File: config.mk
export PLATFORM = sky130hd
export DESIGN_NAME = mem_copy_engine
export DESIGN_NICKNAME = d
export VERILOG_FILES = /design/src/rtl/mem_pkg.sv /design/src/rtl/mem_copy_range_chk.sv /design/src/rtl/mem_copy_engine.sv
export SDC_FILE = /design/constraint.sdc
export NUM_CORES = 1
export LEC_CHECK = 0
export CAP_MARGIN = 0
export CORE_MARGIN = 5
export CORE_UTILIZATION = 59
export CTS_CLUSTER_DIAMETER = 200
export DETAILED_ROUTE_END_ITERATION = 8
export PLACE_DENSITY = 0.85
export SLEW_MARGIN = 20
export SYNTH_ARGS = -nofsm -noshare
export SYNTH_HDL_FRONTEND = slang
export SYNTH_SLANG_ARGS = --single-unit
File: constraint.sdc
create_clock -name clk -period 6.65 [get_ports clk]
set_input_delay 0.9975 -clock clk [delete_from_list [all_inputs] [get_ports clk]]
set_output_delay 0.9975 -clock clk [all_outputs]
set_load 0.01 [all_outputs]
File: src/rtl/mem_pkg.sv
// Shared definitions for the word-memory initiators: memory geometry and the
// copy engine's state encoding.
package mem_pkg;
  localparam int MEM_SIZE = 256;
  localparam int WORD_W   = 32;

  typedef enum logic [1:0] {IDLE, RD, WR, FIN} state_e;
endpackage

File: src/rtl/mem_copy_range_chk.sv
// Combinational bounds check: flags a block that would run past the end of
// memory from either its source or destination base.
module mem_copy_range_chk #(
  parameter int MEM_SIZE = mem_pkg::MEM_SIZE,
  parameter int LEN_W    = 9
) (
  input  logic [31:0]      src_i,
  input  logic [31:0]      dst_i,
  input  logic [LEN_W-1:0] len_i,
  output logic             err_o
);
  import mem_pkg::*;

  logic [32:0] src_end, dst_end;

  // One extra bit so a base near 2^32 cannot wrap past the check.
  assign src_end = {1'b0, src_i} + 33'(len_i);
  assign dst_end = {1'b0, dst_i} + 33'(len_i);
  assign err_o   = (src_end > 33'(MEM_SIZE)) || (dst_end > 33'(MEM_SIZE));
endmodule

File: src/rtl/mem_copy_engine.sv
// Overlap-safe block copier: alternates one read and one write per word over
// the single memory port, walking down when the destination lies above.
module mem_copy_engine #(
  parameter int MEM_SIZE = mem_pkg::MEM_SIZE,
  parameter int LEN_W    = 9
) (
  input  logic                      clk,
  input  logic                      rst_n,
  input  logic                      start,
  input  logic [31:0]               src_addr,
  input  logic [31:0]               dst_addr,
  input  logic [LEN_W-1:0]          len,
  output logic                      busy,
  output logic                      done,
  output logic                      err,
  output logic [LEN_W-1:0]          words_done,
  output logic [31:0]               mem_addr,
  output logic [mem_pkg::WORD_W-1:0] mem_din,
  output logic                      mem_we,
  output logic                      mem_re,
  input  logic [mem_pkg::WORD_W-1:0] mem_dout
);
  import mem_pkg::*;

  localparam logic [LEN_W-1:0] ONE = LEN_W'(1);

  state_e             state_q, state_d;
  logic               pend_q, pend_d;
  logic [31:0]        src_q, src_d, dst_q, dst_d;
  logic [LEN_W-1:0]   len_q, len_d, idx_q, idx_d, wdone_q, wdone_d;
  logic               desc_q, desc_d, err_q, err_d;
  logic [WORD_W-1:0]  data_q, data_d;
  logic               rng_err;

  mem_copy_range_chk #(.MEM_SIZE(MEM_SIZE), .LEN_W(LEN_W)) u_chk (
    .src_i (src_q),
    .dst_i (dst_q),
    .len_i (len_q),
    .err_o (rng_err)
  );

  always_ff @(posedge clk or negedge rst_n) begin
    if (!rst_n) begin
      state_q <= IDLE;
      pend_q  <= 1'b0;
      src_q   <= '0;
      dst_q   <= '0;
      len_q   <= '0;
      idx_q   <= '0;
      wdone_q <= '0;
      desc_q  <= 1'b0;
      err_q   <= 1'b0;
      data_q  <= '0;
    end else begin
      state_q <= state_d;
      pend_q  <= pend_d;
      src_q   <= src_d;
      dst_q   <= dst_d;
      len_q   <= len_d;
      idx_q   <= idx_d;
      wdone_q <= wdone_d;
      desc_q  <= desc_d;
      err_q   <= err_d;
      data_q  <= data_d;
    end
  end

  // pend_q marks the cycle after an accepted start: operands are latched and
  // the range check runs on them before any memory access is made.
  always_comb begin
    state_d = state_q;
    pend_d  = 1'b0;
    src_d   = src_q;
    dst_d   = dst_q;
    len_d   = len_q;
    idx_d   = idx_q;
    wdone_d = wdone_q;
    desc_d  = desc_q;
    err_d   = err_q;
    data_d  = data_q;
    case (state_q)
      IDLE: begin
        if (pend_q) begin
          if (rng_err) begin
            err_d   = 1'b1;
            state_d = FIN;
          end else if (len_q == '0) begin
            state_d = FIN;
          end else begin
            idx_d   = desc_q ? (len_q - ONE) : '0;
            state_d = RD;
          end
        end else if (start) begin
          pend_d  = 1'b1;
          src_d   = src_addr;
          dst_d   = dst_addr;
          len_d   = len;
          desc_d  = (dst_addr > src_addr);
          err_d   = 1'b0;
          wdone_d = '0;
        end
      end
      RD: begin
        data_d  = mem_dout;
        state_d = WR;
      end
      WR: begin
        wdone_d = wdone_q + ONE;
        if (wdone_q + ONE == len_q) begin
          state_d = FIN;
        end else begin
          idx_d   = desc_q ? (idx_q - ONE) : (idx_q + ONE);
          state_d = RD;
        end
      end
      FIN:     state_d = IDLE;
      default: state_d = IDLE;
    endcase
  end

  assign mem_re     = (state_q == RD);
  assign mem_we     = (state_q == WR);
  assign mem_addr   = mem_re ? (src_q + 32'(idx_q)) :
                      mem_we ? (dst_q + 32'(idx_q)) : '0;
  assign mem_din    = mem_we ? data_q : '0;
  assign busy       = pend_q || (state_q != IDLE);
  assign done       = (state_q == FIN);
  assign err        = err_q;
  assign words_done = wdone_q;
endmodule

==> impl_metrics.ini, run 1 <==
[sta]
rsz0062_at_grt = false
maxSlewViolCount = 0
hold_violations = 0
min_period_over_period_pct = 80.8
slew_headroom_pct = 33.0
tightestPinTransition_ps = 1010
finClkSkew_ps = 14.0
fin_crit_ps = 5380
tns_ps = 0
max_freq_ghz = 0.186
fin_ws_ps = 1270
setup_violations = 0

[logic_synthesis]
ys_seq_area_share_pct = 29.3
netlist_area_um2 = 11000
syn_area_per_cell_um2 = 7.68
ys_warn_count = 0
synth_top_area_share_pct = 29.3
synth_seq_cells = 128
synth_cell_type_count = 78
syn-num-nets = 1615
synth-main-ff-cell = dfrtp_1
synth_most_common_cell = nand2_1
synth_top_cell_by_area = dfrtp_1
synthArstFlopShare_pct = 100
netlist_instances = 1425
synth-edff-count = 0
synthTopCellsByArea = dfrtp_1 (29%), nand2_1 (11%), ha_1 (8.8%)
synth_common_cells = nand2_1 (330), dfrtp_1 (128), o21ai_0 (109), ha_1 (77), inv_1 (68)

[setup_path]
cp_data_arrival_time_ps = 4380
timing.reg2reg.setup_slack_ps = 1770
rr_endpoint = idx_q[1]$_DFFE_PN0P_
startpoint_type = flip-flop
cp_max_fo = 5
end_kind = primary output
critPathKind = flip-flop to primary output
reg2reg_from = len_q[6]$_DFFE_PN0P_
reg2reg_depth = 11
cp.required_ps = 5650

[power_and_ir_drop]
vdd_drop_max_mv = 0.300
p_per_area_nw_per_um2 = 488
leakage_nw = 5.82

[grt]
grt_pass1_wl_um = 59300
grt_use_total_pct = 34.9
grt_pass1_vias = 10800
antenna_found_initial = 0
grt_max_degree = 98
grt-ovfl-total = 0

[drt]
drtIter0Drc = 1048
dr.max_layer_used = met4
wl_met1_um = 15600
ant_nets = 0
wl_met2_um = 16200
drt_wl_total_um = 38100
met3_wirelength_um = 5270
avgRoutedWirePerCell_um = 21.2
vias = 11300
vias_per_cell = 6.30
drc = 0
dr.pass1.iters = 6

[floorplan]
fp.dieH_um = 146
boundaryPins = 186
coreArea_um2 = 18100
die_w_um = 146
fp-row-count = 49
start_util_pct = 60.3
die_area_um2 = 21400

[worst_hold_path]
hp-class = flip-flop to flip-flop
min-delay-start = data_q[22]$_DFFE_PN0P_
holdPathEnd = data_q[22]$_DFFE_PN0P_
whs_path_depth = 2

[final_layout]
layout-drive-gt1-share_pct = 4.35
syn_to_final_growth_pct = 21.9
antennaDiodeCount = 0
fill_cells = 1367
finalNetCount = 1740

[clock_network]
cts_root_buf = clkbuf_16
cts_tree = done
cts_made_buffers = 17
clk_latency_ps = 440
path_clk_slew_ps = 70
cts.sinks = 128
cts_buffer_depth = 2
cts_hold_buf = 0
cts-resized-gates = 0
cts_post_setup_buffers_inserted = 0
htreeDepth = 4

[placement]
pre_cts_slack_ps = 1820
gp_congestion = 1.02
hpwlAfterDp_um = 29100
port_buffers = 185

[flow_run]
maxCapViolCount = 0

[status]
status = completed
## how the worst max path moves through the flow
stage                     slack [ps]      endpoint                  from
after global routing             950  mem_addr[26]  idx_q[0]$_DFFE_PN0P_
after CTS                       1320  mem_addr[16]  idx_q[0]$_DFFE_PN0P_
after floorplan                 2880  mem_addr[26]  idx_q[0]$_DFFE_PN0P_
after global placement          1850  mem_addr[26]  idx_q[0]$_DFFE_PN0P_
after detailed placement        1820  mem_addr[26]  idx_q[0]$_DFFE_PN0P_
final                           1270  mem_addr[16]  idx_q[0]$_DFFE_PN0P_
## per-stage QoR
step	utilization (%)	total power [W]	hold slack, ps	cell area, µm²	std cells
3_5_place_dp	70.3	0.00546	454	12800	1760
3_3_place_gp	70.3	0.00539	449	12800	1760
2_1_floorplan	-	0.00412	437	11000	1425
4_1_cts	73.6	0.00643	472	13400	1792
5_1_grt	73.6	0.00695	485	13400	1792
6_report	73.6	0.00652	470	13400	1792
## metal layers
metal	up-vias	global-route usage (%)
met3	87	12.6
met4	0	8.94
met2	693	51.8
met5	-	0
li1	5237	-
met1	5267	48.5
## sequential cells by signal (all words and copies together) (netlist names), 2 cells and up
name and cells:
data_q 32, dst_q 32, idx_q 9, len_q 9
src_q 32, state_q 2, words_done 9
## critical path, cell delays in order (launching register included)
cell and delay (ps):
dfrtp_1 440, ha_1 210, inv_1 60, fa_1 410, nor2b_1 110, o21ai_0 100, a21boi_0 240, o21ai_0 140
a21boi_0 350, o2111ai_1 250, a21oi_1 530, nand3_1 160, xor2_1 180, o22ai_1 160, clkdlybuf4s50_1 580
## logic make-up (layout without fill, tap and decap cells)
logic type | after synthesis | count (layout) | synth area share (%)
compound gates | 315 | 315 | 18.5
xor+xnor | 98 | 98 | 7.96
fa+ha+maj | 82 | 82 | 9.71
buf+inv | 157 | 295 | 5.90
flops | 128 | 128 | 29.3
mux | 15 | 15 | 1.71
simple gates | 630 | 630 | 27.0
## power breakdown
part | leakage, nW | total [W] | switching (W) | internal (W)
clock | 0.289 | 0.000934 | 0.000431 | 0.000503
combinational | 3.93 | 0.00371 | 0.00207 | 0.00164
sequential | 1.60 | 0.00188 | 0.000756 | 0.00112
total | 5.82 | 0.00652 | 0.00326 | 0.00326
## cell usage in the layout (no fill, tap or decap), types with 14 or more instances in the layout
cell / netlist / final
a21o_1: 20 / 20
a21oi_1: 59 / 59
and2_1: 40 / 40
and3_1: 17 / 17
clkbuf_16: 0 / 17
clkdlybuf4s50_1: 0 / 184
dfrtp_1: 128 / 128
ha_1: 77 / 77
inv_1: 68 / 68
nand2_1: 330 / 329
nand3_1: 39 / 39
nand4_1: 41 / 41
nor2_1: 62 / 62
nor3_1: 26 / 26
nor4_1: 14 / 14
o21ai_0: 109 / 108
o22ai_1: 33 / 33
xnor2_1: 53 / 53
xor2_1: 44 / 44
## cell type report
class | instances | area (µm²) | share of cell area [%]
inverter | 71 | 267 | 2.00
tap | 229 | 287 | 2.15
timing repair buffer | 192 | 1900 | 14.2
clock buffer | 17 | 425 | 3.19
multi-input combinational | 1140 | 7110 | 53.2
sequential | 128 | 3200 | 24.0
clock inverter | 15 | 164 | 1.23
Note: power is estimated with default switching activity, not from simulation.
==> run 2, diff against run 1 <==
CORE_UTILIZATION = 55   (was 59)
PLACE_DENSITY = 0.8   (was 0.85)
clock period = 5 ns   (was 6.65 ns; I/O delays follow)
==> run 2 against run 1 <==
Against the previous run: hold slack got worse by 62 ps; largest cell class unchanged; core utilization fell by 3.9 points; wire length rose by 1.0%; count of clock-buffer cells in the layout did not move; critical path depth did not move; setup slack got worse by 1100 ps.
==> impl_metrics.ini, run 2 (same netlist as run 1, synthesis figures left out) <==
[status]
status = completed

[setup_path]
crit_family = compound AO/OA/AOI/OAI gates
crit_path_max_incr_delay_ps = 570
end_kind = primary output
cp_common_cell = o21ai_0
path_cells = ha_1 > inv_1 > fa_1 > nor2b_1 > o21ai_0 > a21boi_0 > o21ai_0 > a21boi_2 > o2111ai_2 > a21oi_2 > nand4_1 > xor2_1 > o22ai_1 > clkdlybuf4s50_1
startpoint_type = flip-flop
cp-startpoint = idx_q[0]$_DFFE_PN0P_
cp_data_arrival_time_ps = 4070
critPathBufInv = 2
cp.required_ps = 4250
critPathKind = flip-flop to primary output
cp_max_fo = 5
critical-path-slowest-cell = clkdlybuf4s50_1
reg2reg_from = len_q[0]$_DFFE_PN0P_

[sta]
tns_ps = 0
maxSlewViolCount = 0
min_period_over_period_pct = 96.4
fin_crit_ps = 4820
finClkSkew_ps = 11.9
max_freq_ghz = 0.207
tightestPinTransition_ps = 950
hold_violations = 0
slew_headroom_pct = 36.6
setup_violations = 0
rsz0062_at_grt = false

[power_and_ir_drop]
vdd_drop_max_mv = 0.372
leakage_nw = 5.93
p_per_area_nw_per_um2 = 653
finalPower_w = 0.00889

[grt]
grt-ovfl-total = 0
grt_max_degree = 64
grt_pass1_vias = 10800
grt_use_total_pct = 33.8
grt_pass1_wl_um = 59800
antenna_found_initial = 0

[floorplan]
fp-row-count = 51
die_area_um2 = 22800
boundaryPins = 186
coreArea_um2 = 19500
fp.dieH_um = 151
start_util_pct = 56.1
die_w_um = 151

[final_layout]
reg_top3 = data_q (32), dst_q (32), src_q (32)
antennaDiodeCount = 0
syn_to_final_growth_pct = 24.3
finalNetCount = 1760
layout-drive-gt1-share_pct = 5.94
final_common_cell = nand2_1
fill_cells = 1656
final_cell_mix = nand2_1 (329), clkdlybuf4s50_1 (184), dfrtp_1 (127)

[drt]
avgRoutedWirePerCell_um = 20.8
drt_wl_total_um = 38500
vias_per_cell = 6.15
ant_nets = 0
dr.pass1.iters = 7
vias = 11400
drc = 0
drtIter0Drc = 1207

[worst_hold_path]
hp-class = primary input to asynchronous set/reset pin

[placement]
port_buffers = 185
gp_congestion = 1.09
hpwlAfterDp_um = 29400

[clock_network]
cts_hold_buf = 0
cts_root_buf = clkbuf_16
cts_tree = done
clk_latency_ps = 430
path_clk_slew_ps = 60
cts_buffer_depth = 2
htreeDepth = 4
cts_made_buffers = 17
cts.sinks = 128

[flow_run]
maxCapViolCount = 0
-- run 2: cell count changes in the layout (fill, tap and decap cells not counted), sizes merged --
cell / delta
buf: +20
inv: -2
bufinv: +3
clkinv: -3
clkinvlp: +2
-- run 2: path summary, 6_finish.rpt --
kind,to,depth (start not counted),slack [ps]
max,mem_addr[28],14,180
min in group clk,data_q[14]$_DFFE_PN0P_,2,460
min,dst_q[27]$_DFFE_PN0P_,1,410
max reg2reg,idx_q[1]$_DFFE_PN0P_,13,640
max in group asynchronous,idx_q[1]$_DFFE_PN0P_,2,3570
min reg2reg,data_q[14]$_DFFE_PN0P_,2,460
-- run 2: stage by stage --
step | worst slack [ps] | cells | util (%) | cell area, µm² | hold WS [ps]
2_1_floorplan | 1320 | 1425 | - | 11000 | 437
3_3_place_gp | 521 | 1815 | 66.3 | 13000 | 448
3_5_place_dp | 396 | 1815 | 66.3 | 13000 | 454
4_1_cts | 27.9 | 1847 | 69.6 | 13600 | 430
5_1_grt | 69.8 | 1848 | 69.7 | 13600 | 472
6_report | 179 | 1848 | 69.7 | 13600 | 408
-- run 2: timing repair --
| item | CTS | global route |
|---|---|---|
| gates cloned | 0 | 0 |
| pin swaps | 0 | 1 |
| setup endpoints to repair | 4 | 9 |
| buffers inserted | 0 | 1 |
| hold endpoints to repair | 0 | 0 |
| gates resized for setup | 2 | 6 |
-- run 2: report_power, final --
group	switching (W)	total (W)	internal (W)
clock	0.000511	0.00131	0.000799
sequential	0.000912	0.00241	0.00150
combinational	0.00291	0.00517	0.00227
total	0.00433	0.00889	0.00456
-- run 2: layout make-up --
class	count	area, µm²	share of cell area (%)
clock buffers	17	425	3.13
clock inverters	15	195	1.43
inverters	71	267	1.96
multi-input cells	1140	7130	52.4
flip-flops and latches	128	3200	23.5
well taps	265	332	2.44
repair buffers	212	2050	15.1
-- run 2: layer usage --
metal	global-route usage (%)	vias up	share of wire, %	wire length [µm]
li1	-	5264	-	-
met1	47.5	5291	40	15500
met2	50.6	714	44	16800
met3	11.3	99	14	5320
met4	7.62	0	2.2	862
met5	0	-	0	0
==> run 3, diff against run 2 <==
PLACE_DENSITY = 0.82   (was 0.8)
clock period = 4.68 ns   (was 5 ns; I/O delays follow)
==> run 3 against run 2 <==
Against the previous run: sequential share of layout area decreased by 0.21 points; critical endpoint is now mem_addr[18]; largest cell class unchanged; final area increased by 0.87%; setup slack got worse by 5.6 ps; count of clock-buffer cells in the layout unchanged.
==> impl_metrics.ini, run 3 (same netlist as run 1, synthesis figures left out) <==
[clock_network]
cts_root_buf = clkbuf_16
cts_buffer_depth = 2
htreeDepth = 4
path_clk_slew_ps = 70
cts.sinks = 128
clk_latency_ps = 430
cts_tree = done
cts_made_buffers = 17

[grt]
grt-ovfl-total = 0
grt_pass1_wl_um = 62300
grt_pass1_vias = 11200
grt_use_total_pct = 35.3
antenna_found_initial = 1
grt_max_degree = 98

[power_and_ir_drop]
leakage_nw = 6.10
vdd_drop_max_mv = 0.400
comb_power_share_pct = 60.7
switchingPower_w = 0.00477
intPower_w = 0.00482
p_per_area_nw_per_um2 = 698
power_frac_seq_pct = 25.5
pwr-share-clk_pct = 13.9
finalPower_w = 0.00958
p_sw_share_pct = 49.7

[sta]
finClkSkew_ps = 14.4
tightestPinTransition_ps = 947
hold_violations = 0
min_period_over_period_pct = 96.3
maxSlewViolCount = 0
fin_ws_ps = 174
fin_crit_ps = 4510
slew_headroom_pct = 36.8
setup_violations = 0
max_freq_ghz = 0.222

[placement]
port_buffers = 185
gp_congestion = 1.07
pre_cts_slack_ps = 270
hpwlAfterDp_um = 31200
place_inst = 1834

[final_layout]
finalNetCount = 1780
final_common_cell = nand2_1
syn_to_final_growth_pct = 25.4
reg_top3 = data_q (32), dst_q (32), src_q (32)
fill_cells = 1629
antennaDiodeCount = 0
instances_no_fill = 1868
final_util_pct = 70.3
final_cell_mix = nand2_1 (329), clkdlybuf4s50_1 (179), dfrtp_1 (128)
layout-drive-gt1-share_pct = 7.05

[setup_path]
rr_endpoint = idx_q[7]$_DFFE_PN0P_
critPathKind = flip-flop to primary output
reg2reg_from = len_q[0]$_DFFE_PN0P_
timing.reg2reg.setup_slack_ps = 430
cp_max_fo = 5
startpoint_type = flip-flop
cp.required_ps = 3980
reg2reg_depth = 13
cp_data_arrival_time_ps = 3800
end_kind = primary output

[floorplan]
die_w_um = 151
start_util_pct = 56.1
die_area_um2 = 22800
fp-row-count = 51
fp.dieH_um = 151
coreArea_um2 = 19500
boundaryPins = 186

[drt]
drt_wl_total_um = 40100
vias_per_cell = 6.11
dr.pass1.iters = 5
drtIter0Drc = 1085
drc = 0
vias = 11400
avgRoutedWirePerCell_um = 21.5
ant_nets = 0

[flow_run]
maxCapViolCount = 0

[status]
status = completed

[worst_hold_path]
hp-class = primary input to asynchronous set/reset pin
## run 3: how the worst max path moves through the flow
stage | from | end | slack, ps | cells past startpoint
finish | idx_q[0]$_DFFE_PN0P_ | mem_addr[18] | 170 | 13
global route | idx_q[0]$_DFFE_PN0P_ | mem_addr[22] | -6 | 15
CTS | idx_q[0]$_DFFE_PN0P_ | mem_addr[28] | 6 | 15
detailed placement | idx_q[0]$_DFFE_PN0P_ | mem_addr[28] | 270 | 15
global placement | idx_q[0]$_DFFE_PN0P_ | mem_addr[30] | 390 | 13
floorplan | len_q[0]$_DFFE_PN0P_ | idx_q[1]$_DFFE_PN0P_ | 1000 | 13
## run 3: power groups by stage
stage                     clock, W  sequential (W)  combinational (W)
final                      0.00133         0.00244            0.00582
after global routing       0.00139         0.00248            0.00632
after CTS                  0.00135         0.00239            0.00569
after detailed placement         0         0.00240            0.00564
after global placement           0         0.00238            0.00556
after floorplan                  0         0.00195            0.00390
## run 3: worst max-delay path: stages, from the launching register on
cell             delay [ps]
dfrtp_1                 430
ha_1                    230
fa_1                    410
a21o_1                  200
a21oi_2                 190
o21bai_1                 90
a21oi_1                 250
o21ba_2                 190
o21ai_2                 130
and4_1                  270
a21oi_1                 120
o21ai_0                 170
o21ai_0                 120
clkdlybuf4s50_1         560
## run 3: layer usage
metal | GRT usage, % | up-vias | wire length, µm
met5 | 0 | - | 13
met4 | 9.07 | 2 | 931
met3 | 12.2 | 83 | 5050
met2 | 50.9 | 656 | 16900
met1 | 50.7 | 5360 | 17200
li1 | - | 5315 | -
## run 3: cell type report
| class | count | area (µm²) | share of cell area [%] |
|---|---|---|---|
| clock buffer | 17 | 425 | 3.10 |
| timing repair buffer | 232 | 2210 | 16.1 |
| sequential | 128 | 3200 | 23.3 |
| clock inverter | 15 | 159 | 1.16 |
| tap | 265 | 332 | 2.42 |
| multi-input combinational | 1140 | 7130 | 51.9 |
| inverter | 71 | 267 | 1.94 |
## run 3: through the flow
stage | setup TNS, ps | cell area [µm²] | hold slack (ps)
6_report | 0 | 13700 | 321
5_1_grt | -5.76 | 13700 | 367
4_1_cts | 0 | 13700 | 333
3_5_place_dp | 0 | 13100 | 454
3_3_place_gp | 0 | 13100 | 449
2_1_floorplan | 0 | 11000 | 406
## run 3: what timing repair did
item                       in CTS  in global routing
gates cloned                    0                  0
hold buffers                    0                  0
buffers inserted                0                  2
pin swaps                       1                  3
hold endpoints to repair        0                  0
setup endpoints to repair       9                 11
resized for setup               4                 10
